===== config.mk =====
export PLATFORM = sky130hd
export DESIGN_NAME = fb_scanout_arbiter
export DESIGN_NICKNAME = d
export VERILOG_FILES = /design/src/rtl/fb_pkg.sv /design/src/rtl/fb_pixel_fifo.sv /design/src/rtl/fb_scanout_arbiter.sv
export SDC_FILE = /design/constraint.sdc
export NUM_CORES = 2
export LEC_CHECK = 0
export CORE_ASPECT_RATIO = 1.1
export CORE_MARGIN = 8
export CORE_UTILIZATION = 45
export DETAILED_ROUTE_END_ITERATION = 8
export PLACE_DENSITY = 0.67
export RECOVER_POWER = 100
export REMOVE_ABC_BUFFERS = 1
export SETUP_SLACK_MARGIN = 0.5
export SYNTH_ARGS = -nofsm -noshare
export SYNTH_HDL_FRONTEND = slang
export SYNTH_SLANG_ARGS = --single-unit

===== constraint.sdc =====
create_clock -name iCLK -period 7.25 [get_ports iCLK]
set_input_delay 1.0875 -clock iCLK [delete_from_list [all_inputs] [get_ports iCLK]]
set_output_delay 1.0875 -clock iCLK [all_outputs]
set_load 0.005 [all_outputs]

===== src/rtl/fb_pkg.sv =====
// Shared constants, pixel format helpers and arbiter state encoding
// for the framebuffer scanout path.
package fb_pkg;

  localparam int H_ACT       = 640;
  localparam int V_ACT       = 480;
  localparam int FRAME_WORDS = H_ACT * V_ACT;

  typedef struct packed {
    logic [3:0] r;
    logic [3:0] g;
    logic [3:0] b;
  } rgb444_t;

  typedef logic [1:0] fb_state_t;
  localparam fb_state_t ST_IDLE = 2'd0;
  localparam fb_state_t ST_RD   = 2'd1;
  localparam fb_state_t ST_WR   = 2'd2;

  function automatic rgb444_t rgb444_unpack(input logic [11:0] w);
    return rgb444_t'(w);
  endfunction

  function automatic logic [11:0] rgb444_pack(input rgb444_t p);
    return {p.r, p.g, p.b};
  endfunction

endpackage


===== src/rtl/fb_pixel_fifo.sv =====
// Show-ahead pixel FIFO: the head word is presented combinationally,
// zero while empty. Pops on an empty FIFO are ignored; flush wins over everything.
module fb_pixel_fifo #(
  parameter int DEPTH = 256
) (
  input  logic                       clk_i,
  input  logic                       rst_ni,
  input  logic                       flush_i,
  input  logic                       push_i,
  input  fb_pkg::rgb444_t            data_i,
  input  logic                       pop_i,
  output fb_pkg::rgb444_t            head_o,
  output logic                       empty_o,
  output logic [$clog2(DEPTH):0]     level_o
);
  import fb_pkg::*;

  localparam int PTR_W = $clog2(DEPTH);
  localparam int CNT_W = PTR_W + 1;

  rgb444_t            mem_q [DEPTH];
  logic [PTR_W-1:0]   wr_ptr_q, rd_ptr_q;
  logic [CNT_W-1:0]   level_q;
  logic               do_pop;

  assign empty_o = (level_q == '0);
  assign do_pop  = pop_i && !empty_o;
  assign head_o  = empty_o ? rgb444_t'('0) : mem_q[rd_ptr_q];
  assign level_o = level_q;

  always_ff @(posedge clk_i) begin
    if (push_i) begin
      mem_q[wr_ptr_q] <= data_i;
    end
  end

  always_ff @(posedge clk_i or negedge rst_ni) begin
    if (!rst_ni) begin
      wr_ptr_q <= '0;
      rd_ptr_q <= '0;
      level_q  <= '0;
    end else if (flush_i) begin
      wr_ptr_q <= '0;
      rd_ptr_q <= '0;
      level_q  <= '0;
    end else begin
      if (push_i) wr_ptr_q <= wr_ptr_q + PTR_W'(1);
      if (do_pop) rd_ptr_q <= rd_ptr_q + PTR_W'(1);
      level_q <= level_q + CNT_W'(push_i) - CNT_W'(do_pop);
    end
  end

endmodule


===== src/rtl/fb_scanout_arbiter.sv =====
// Arbitrates the framebuffer memory port between credit-limited scanout
// read bursts and single-word draw writes.
module fb_scanout_arbiter #(
  parameter int ADDR_W        = 22,
  parameter int FRAME_WORDS   = fb_pkg::FRAME_WORDS,
  parameter int FIFO_DEPTH    = 256,
  parameter int BURST         = 32,
  parameter int MAX_RD_STREAK = 4
) (
  input  logic              iCLK,
  input  logic              iRST_N,
  input  logic              iTopOfScreen,
  input  logic              iPixelRequest,
  output logic [11:0]       oPixel,
  output logic              oUnderflow,
  input  logic [ADDR_W-1:0] iWrAddress,
  input  logic [15:0]       iWrData,
  input  logic              iWrValid,
  output logic              oWrReady,
  output logic [ADDR_W-1:0] oMemAddress,
  output logic              oMemRead,
  output logic              oMemWrite,
  output logic [15:0]       oMemWriteData,
  output logic [5:0]        oMemBurstCount,
  input  logic              iMemWaitRequest,
  input  logic [15:0]       iMemReadData,
  input  logic              iMemReadDataValid
);
  import fb_pkg::*;

  localparam int CNT_W = $clog2(FIFO_DEPTH) + 1;
  localparam int STR_W = $clog2(MAX_RD_STREAK + 1);
  localparam logic [CNT_W-1:0] BURST_C = CNT_W'(BURST);

  fb_state_t         state_q, state_d;
  logic [ADDR_W-1:0] scan_addr_q, scan_addr_d, mem_addr_q, mem_addr_d;
  logic [15:0]       wr_data_q, wr_data_d;
  logic [CNT_W-1:0]  inflight_q, inflight_d, discard_q, discard_d;
  logic [STR_W-1:0]  streak_q, streak_d;
  logic              stale_q, stale_d, underflow_q, underflow_d;
  logic              wr_ready, rd_accept, rd_eligible, push, fifo_empty;
  logic [CNT_W-1:0]  level;
  logic [CNT_W:0]    committed;
  rgb444_t           head;
  logic              unused_hi;

  assign unused_hi   = &{1'b0, iMemReadData[15:12]};
  assign committed   = {1'b0, level} + {1'b0, inflight_q};
  assign rd_eligible = (scan_addr_q < ADDR_W'(FRAME_WORDS)) &&
                       (committed + (CNT_W+1)'(BURST) <= (CNT_W+1)'(FIFO_DEPTH));
  assign rd_accept   = (state_q == ST_RD) && !iMemWaitRequest;
  assign push        = iMemReadDataValid && (discard_q == '0) && !iTopOfScreen;
  assign underflow_d = iPixelRequest && fifo_empty && !iTopOfScreen;

  always_comb begin
    state_d     = state_q;
    mem_addr_d  = mem_addr_q;
    wr_data_d   = wr_data_q;
    streak_d    = streak_q;
    scan_addr_d = scan_addr_q;
    discard_d   = discard_q;
    stale_d     = stale_q;
    wr_ready    = 1'b0;
    case (state_q)
      ST_IDLE: begin
        if (rd_eligible && !iTopOfScreen &&
            (!iWrValid || streak_q < STR_W'(MAX_RD_STREAK))) begin
          state_d    = ST_RD;
          mem_addr_d = scan_addr_q;
        end else if (iWrValid) begin
          state_d    = ST_WR;
          mem_addr_d = iWrAddress;
          wr_data_d  = iWrData;
          wr_ready   = 1'b1;
        end
      end
      ST_RD: begin
        if (!iMemWaitRequest) begin
          state_d = ST_IDLE;
          if (iWrValid && streak_q < STR_W'(MAX_RD_STREAK)) streak_d = streak_q + STR_W'(1);
        end
      end
      ST_WR: begin
        if (!iMemWaitRequest) begin
          state_d  = ST_IDLE;
          streak_d = '0;
        end
      end
      default: state_d = ST_IDLE;
    endcase

    inflight_d = inflight_q + (rd_accept ? BURST_C : '0) - (iMemReadDataValid ? CNT_W'(1) : '0);

    // A burst still waiting when the frame restarts fetches stale data:
    // it completes, but its words join the discard count instead of advancing the scan.
    if (iTopOfScreen) begin
      scan_addr_d = '0;
      discard_d   = inflight_d;
      stale_d     = (state_q == ST_RD) && iMemWaitRequest;
    end else begin
      if (rd_accept) begin
        if (stale_q) discard_d = discard_d + BURST_C;
        else         scan_addr_d = scan_addr_q + ADDR_W'(BURST);
        stale_d = 1'b0;
      end
      if (iMemReadDataValid && discard_q != '0) discard_d = discard_d - CNT_W'(1);
    end
  end

  always_ff @(posedge iCLK or negedge iRST_N) begin
    if (!iRST_N) begin
      state_q     <= ST_IDLE;
      scan_addr_q <= '0;
      mem_addr_q  <= '0;
      wr_data_q   <= '0;
      inflight_q  <= '0;
      discard_q   <= '0;
      streak_q    <= '0;
      stale_q     <= 1'b0;
      underflow_q <= 1'b0;
    end else begin
      state_q     <= state_d;
      scan_addr_q <= scan_addr_d;
      mem_addr_q  <= mem_addr_d;
      wr_data_q   <= wr_data_d;
      inflight_q  <= inflight_d;
      discard_q   <= discard_d;
      streak_q    <= streak_d;
      stale_q     <= stale_d;
      underflow_q <= underflow_d;
    end
  end

  fb_pixel_fifo #(.DEPTH(FIFO_DEPTH)) u_fifo (
    .clk_i   (iCLK),
    .rst_ni  (iRST_N),
    .flush_i (iTopOfScreen),
    .push_i  (push),
    .data_i  (rgb444_unpack(iMemReadData[11:0])),
    .pop_i   (iPixelRequest && !iTopOfScreen),
    .head_o  (head),
    .empty_o (fifo_empty),
    .level_o (level)
  );

  assign oPixel         = rgb444_pack(head);
  assign oUnderflow     = underflow_q;
  assign oWrReady       = wr_ready;
  assign oMemRead       = (state_q == ST_RD);
  assign oMemWrite      = (state_q == ST_WR);
  assign oMemAddress    = (state_q == ST_IDLE) ? '0 : mem_addr_q;
  assign oMemWriteData  = (state_q == ST_WR) ? wr_data_q : '0;
  assign oMemBurstCount = (state_q == ST_RD) ? 6'(BURST) :
                          (state_q == ST_WR) ? 6'd1 : 6'd0;

endmodule


# Word level (Yosys, flattened, before mapping)
# Memory sizes are Yosys's and may differ from the RTL's.
# Index checks and enable logic that the tools add are counted.
dict set report word_totals {
  reg_bits 110
  ram_bits 3072
  input_bits 61
  output_inout_bits 60
  wordCells 107
  mem_count 1
}
# name depth width read_ports rd_ports_with_merged_regs wr line
set memory_table {}
lappend memory_table {u_fifo.mem_q 256 12 1 0 1 fb_pixel_fifo.sv:21} ;# rgb444_t mem_q [DEPTH];
dict set report op_classes {
  add_sub_neg 12
  order_cmp 3
  eq_ne 8
  n_mux 37
  bitwise_logic 1
  reduce_logical 33
}
# cell n
set ops {}
lappend ops {{22-bit two-way mux} 6}
lappend ops {{9-bit two-way mux} 6}
lappend ops {{8-bit two-way mux} 4}
lappend ops {{22-bit by 6-bit adder with 22-bit output, second input constant} 1}
lappend ops {{22-bit by 19-bit < comparator with 1-bit output, second input constant} 1}
lappend ops {{9-bit logical NOT} 2}
lappend ops {{9-bit by 1-bit subtractor with 9-bit output} 2}
lappend ops {{8-bit by 1-bit adder with 8-bit output, second input constant} 2}
lappend ops {{16-bit two-way mux} 1}
lappend ops {{1-bit logical AND} 13}
lappend ops {{12-bit two-way mux} 1}
lappend ops {{6-bit two-way mux} 2}
lappend ops {{10-bit by 6-bit adder with 10-bit output, second input constant} 1}
lappend ops {{9-bit by 9-bit adder with 10-bit output} 1}
lappend ops {{10-bit by 9-bit <= comparator with 1-bit output, second input constant} 1}
lappend ops {{2-bit nonzero test} 5}
lappend ops {{9-bit by 1-bit adder with 9-bit output} 1}
lappend ops {{9-bit by 6-bit adder with 9-bit output} 1}
lappend ops {{9-bit by 6-bit adder with 9-bit output, second input constant} 1}
lappend ops {{1-bit two-way mux} 9}
lappend ops {{3-bit two-way mux} 3}
lappend ops {{9-bit nonzero test} 1}
lappend ops {{9-bit by 1-bit subtractor with 9-bit output, second input constant} 1}
lappend ops {{2-bit != test, second input constant} 4}
lappend ops {{other kinds (17)} 24}

# Logic depth before layout (Yosys ltp)
dict set report depth {
  depth_word 8
  depth_mapped 20
  mapped_depth_nobuf 19
}

# Modules after synthesis
# A second synthesis with hierarchy kept.
dict set report hier_totals {
  cells_unflattened 5977
  area_unflattened_um2 124769.7
}
# mod n_inst cells_each area_per_inst_um2 seq_area_each_um2
set modules_own_cells {}
lappend modules_own_cells {fb_pixel_fifo 1 5489 120006.3 92874.1}
lappend modules_own_cells {fb_scanout_arbiter 1 488 4763.3 2001.9}

# Least setup slack after synthesis
# Ideal clock, no wire load.
dict set report synth_timing {
  path_type {register -> output}
  start {register u_fifo.level_q[1] (netlist: u_fifo.level_o[1])}
  end {output port oWrReady}
  arrival_ps 2852
  t_required_ps 6162
  path_slack_ps 3311
  stages_incl_launch_ff 14
  n_path_buf 2
  path_cell_list {dfrtp_1 -> ha_1 -> ha_1 -> inv_1 -> fa_1 -> nor2b_1 -> o31a_1 -> a21oi_1 -> or3_1 -> a211oi_2 -> o211ai_2 -> and2_1 -> buf_2 -> buf_4}
}
dict set report synth_via {
  elab_chain_cells 8
}
# item line
set synth_rtl {}
lappend synth_rtl {{start: declaration} fb_pixel_fifo.sv:23} ;# logic [CNT_W-1:0] level_q;
lappend synth_rtl {{start signal: assignment} fb_pixel_fifo.sv:49} ;# level_q <= level_q + CNT_W'(push_i) - CNT_W'(do_pop);
lappend synth_rtl {{9-bit by 9-bit adder with 10-bit output} fb_scanout_arbiter.sv:48} ;# assign committed = {1'b0, level} + {1'b0, inflight_q};
lappend synth_rtl {{10-bit by 6-bit adder with 10-bit output} fb_scanout_arbiter.sv:50} ;# (committed + (CNT_W+1)'(BURST) <= (CNT_W+1)'(FIFO_DEPTH));
lappend synth_rtl {{10-bit by 9-bit <= comparator with 1-bit output} fb_scanout_arbiter.sv:50}
lappend synth_rtl {{1-bit logical AND} fb_scanout_arbiter.sv:49} ;# assign rd_eligible = (scan_addr_q < ADDR_W'(FRAME_WORDS)) &&
lappend synth_rtl {{1-bit logical AND (2 in series)} fb_scanout_arbiter.sv:66} ;# if (rd_eligible && !iTopOfScreen &&
lappend synth_rtl {{1-bit two-way mux} fb_scanout_arbiter.sv:66}
lappend synth_rtl {{1-bit two-way mux} fb_scanout_arbiter.sv:64} ;# case (state_q)
lappend synth_rtl {{end: declaration} fb_scanout_arbiter.sv:19} ;# output logic oWrReady,
# Every way passes these cells.

# Worst setup path in the final report
dict set report layout_timing {
  start {register u_fifo.rd_ptr_q[0]}
  end {output port oPixel[5]}
}
dict set report layout_via {
  elab_chain_cells 2
}
# item line
set layout_rtl {}
lappend layout_rtl {{start: declaration} fb_pixel_fifo.sv:22} ;# logic [PTR_W-1:0] wr_ptr_q, rd_ptr_q;
lappend layout_rtl {{start signal: assignment} fb_pixel_fifo.sv:48} ;# if (do_pop) rd_ptr_q <= rd_ptr_q + PTR_W'(1);
lappend layout_rtl {{memory 256 x 12 bit} n/a}
lappend layout_rtl {{12-bit two-way mux} fb_pixel_fifo.sv:28} ;# assign head_o = empty_o ? rgb444_t'('0) : mem_q[rd_ptr_q];
lappend layout_rtl {{end: declaration} fb_scanout_arbiter.sv:14} ;# output logic [11:0] oPixel,
# Every way passes these cells.

==> results.json <==
{
  "dp_cells": 10112,
  "syn_inst": 6335,
  "vias": 65748,
  "setup.worst_path.class": "reg -> out",
  "port_buffers": 112,
  "antenna_found_initial": 14,
  "syn_to_final_growth_pct": 12.5,
  "r2r_start": "discard_q[4]",
  "ctsLongestPathBuffers": 4,
  "min_path_type": "reg -> reg",
  "yosysSeqAreaShare_pct": 75.4,
  "total_power_mw": 43.6,
  "fp.dieH_um": 571,
  "clk_pin_slew_ps": 60,
  "skew_ps": 73.3,
  "whs_endpoint": "wr_data_q[4]",
  "die_x_um": 520,
  "fin_crit_ps": 7000,
  "slew_headroom_pct": -331,
  "clock-sinks": 3177,
  "setup_viol": 0,
  "synth_area_per_cell_um2": 19.9,
  "cts_max_level": 5,
  "design_area_um2": 141000,
  "cp-start-kind": "register",
  "grt_pass1_vias": 64972,
  "hold_viol": 0,
  "core.rowCount": 203,
  "start_util_pct": 45.2,
  "crit_buf_inv": 3,
  "yosysUniqueCellTypes": 88,
  "fillCellCount": 21994,
  "crit_fanout": 28,
  "core_um2": 278000,
  "worst_ep_required_time_ps": 6160,
  "place_area_um2": 132000,
  "p_leak_nw": 43.9,
  "fin_crit_sh_pct": 96.5,
  "slew_violations": 2874,
  "grt_use_total_pct": 21.8,
  "irDropWorstVdd_uv": 278,
  "worstRegToRegCells": 8,
  "grt_max_degree": 177,
  "min-delay-start": "wr_data_q[4]",
  "cp.depth": 10,
  "gr-total-overflow": 0,
  "clock.fmax_mhz": 143,
  "critPathSlowestCell": "dfrtp_4",
  "drt-vias-per-instance": 6.14,
  "synthArstFlopShare_pct": 3.31,
  "tightest_slew_ps": 6470,
  "cp-startpoint": "u_fifo.rd_ptr_q[0]",
  "cap_violations": 44,
  "end_kind": "output port",
  "p_per_area_nw_per_um2": 308,
  "ys_ff_latch": 3177,
  "routedWlPerCell_um": 31.1,
  "dp_hpwl_um": 200000,
  "dr.pass1.iters": 6,
  "synth_edf_count": 3072,
  "fin_nets": 6879,
  "crit_arrival_ps": 5910,
  "ys.flop_type": "edfxtp_1",
  "cts_tree": "yes",
  "worst_r2r_endpoint": "u_fifo.mem_q[232][9]",
  "stdcell_count": 10709,
  "antenna_left": 0,
  "drive_gt1_share_pct": 17.4,
  "boundaryPins": 121,
  "netlist_area_um2": 126000,
  "max_stage_delay_ps": 860,
  "violations": "capacitance limit, slew limit",
  "grt_pass1_wl_um": 471000,
  "dieArea_um2": 297000,
  "status": "finished, violations left",
  "postCtsHoldBufs": 0,
  "wl_um": 333000,
  "utilization_pct": 50.9,
  "place.gp.congestion": 0.857,
  "drt-initial-drc-count": 7891,
  "r2r_slack_ps": 1360,
  "cts_buffers": 335,
  "yosysWarnings": 0,
  "crit_chain": "buf_12 > clkbuf_2 > mux2i_1 > o22ai_1 > nor2_1 > o211ai_1 > a21oi_1 > nor3_1 > and3_1 > clkdlybuf4s50_1",
  "rsz0062_at_grt": "yes",
  "hold_depth": 1,
  "drc_errors": 0,
  "root_buffer": "clkbuf_16",
  "critPathTopFamily": "buffers and inverters",
  "insertion_delay_ps": 950
}
[report_power, final]
part	internal [mW]	total, mW	switching [mW]	leakage, nW
combinational	3.13	6.98	3.85	10.0
clock	9.24	16.1	6.81	4.95
sequential	20.4	20.6	0.185	28.9
[per-layer routing]
metal	routed length [um]	track usage, %	vias to the layer above
met2	159000	35.0	3542
met5	58	0.143	-
met1	126000	29.0	34498
met3	32000	4.65	675
met4	15500	9.13	8
li1	-	-	27025
[worst max-delay path by stage]
stage,endpoint,slack (ps)
finish,oPixel[5],250
global route,oPixel[5],240
CTS,oPixel[5],530
detailed placement,oPixel[3],1210
global placement,oPixel[9],1210
floorplan,oPixel[0],-32640
[layout make-up]
type / count / area (um^2) / share of cell area, %
sequential: 3177 / 94900 / 67.1
multi-input combinational: 2733 / 28200 / 19.9
clock buffer: 410 / 8780 / 6.21
tap: 3690 / 4620 / 3.26
timing repair buffer: 469 / 3410 / 2.41
clock inverter: 170 / 1320 / 0.934
inverter: 48 / 191 / 0.135
antenna: 12 / 30.0 / 0.0212
[kinds of logic after synthesis]
| family | count (synthesis) | share of synthesized area [%] |
|---|---|---|
| flops | 3177 | 75.4 |
| mux | 1066 | 14.4 |
| simple gates | 804 | 2.82 |
| compound gates | 753 | 4.20 |
| buf+inv | 428 | 2.25 |
| fa+ha+maj | 54 | 0.555 |
| xor+xnor | 52 | 0.362 |
| other cells | 1 | 0.00298 |
[sequential cells by signal (all words and copies together) (netlist names)]
name	flops
discard_q	9
inflight_q	9
mem_addr_q	22
oUnderflow	1
scan_addr_q	17
stale_q	1
state_q	2
streak_q	3
u_fifo.level_o	9
u_fifo.mem_q	3072
u_fifo.rd_ptr_q	8
u_fifo.wr_ptr_q	8
wr_data_q	16
[placed cells by master, fill, tap and decap left out, types with 20 or more instances in the layout]
cell | Yosys | layout
buf_12 | 17 | 35
clkbuf_2 | 0 | 20
clkinv_2 | 0 | 58
o22ai_1 | 124 | 124
a22o_1 | 20 | 20
mux4_1 | 22 | 22
edfxtp_1 | 3072 | 3072
ha_1 | 51 | 51
buf_4 | 26 | 111
o21ai_0 | 71 | 70
o221ai_1 | 162 | 162
and2_1 | 32 | 23
a22oi_1 | 33 | 33
mux2i_1 | 461 | 461
nand2_1 | 157 | 156
clkdlybuf4s50_1 | 0 | 59
nor3_1 | 48 | 47
clkinv_1 | 2 | 72
a21oi_1 | 140 | 140
a31oi_1 | 37 | 37
nor2b_1 | 36 | 36
clkbuf_1 | 151 | 270
dfrtp_1 | 105 | 99
nand3_1 | 60 | 60
xor2_1 | 24 | 24
o211ai_1 | 22 | 22
dlygate4sd3_1 | 0 | 39
clkbuf_16 | 0 | 340
xnor2_1 | 28 | 28
nor2_1 | 397 | 392
mux4_2 | 563 | 563
inv_1 | 45 | 45
[through the flow]
stage	setup slack [ps]	TNS, ps	hold slack, ps
2_1_floorplan	-32640	-612440	450
3_3_place_gp	1210	0	460
3_5_place_dp	1210	0	468
4_1_cts	526	0	200
5_1_grt	243	0	493
6_report	254	0	477
[what timing repair did]
action,in CTS,in global routing
pin swaps,1,1
setup buffers,3,1
endpoints found under the setup margin,11,4
gates resized for setup,8,2
[cells in the mapped netlist (all sizes together) (10+ instances only)]
| cell type | count | area, um^2 |
|---|---|---|
| a22o | 20 | 175 |
| mux2i | 461 | 4610 |
| nor2 | 397 | 1490 |
| edfxtp | 3072 | 92200 |
| ha | 51 | 638 |
| mux4 | 585 | 13300 |
| or3 | 13 | 81.3 |
| a221oi | 16 | 140 |
| nand3 | 60 | 300 |
| a22oi | 33 | 248 |
| buf | 221 | 2020 |
| nor2b | 36 | 225 |
| inv | 46 | 173 |
| mux2 | 20 | 225 |
| o21ai | 76 | 380 |
| a21oi | 140 | 701 |
| a211oi | 17 | 133 |
| dfrtp | 105 | 2630 |
| o221ai | 162 | 1420 |
| clkbuf | 159 | 633 |
| o31ai | 10 | 75.1 |
| o211ai | 23 | 178 |
| nand2 | 157 | 589 |
| nor3 | 48 | 240 |
| and2 | 33 | 206 |
| o22ai | 124 | 776 |
| xor2 | 24 | 210 |
| xnor2 | 28 | 245 |
| nand4 | 10 | 62.6 |
| a21o | 16 | 120 |
| nor4 | 11 | 68.8 |
| a31oi | 37 | 231 |
[worst reg2reg max path: stages (launching register included)]
cell	delay [ps]
dfrtp_1	450
nor4_1	330
and4b_1	260
nand2_1	410
nor4b_1	880
nand2_1	650
clkbuf_1	1060
nor2_1	930
clkbuf_1	480
No activity file was read; power rests on OpenSTA's default activity.
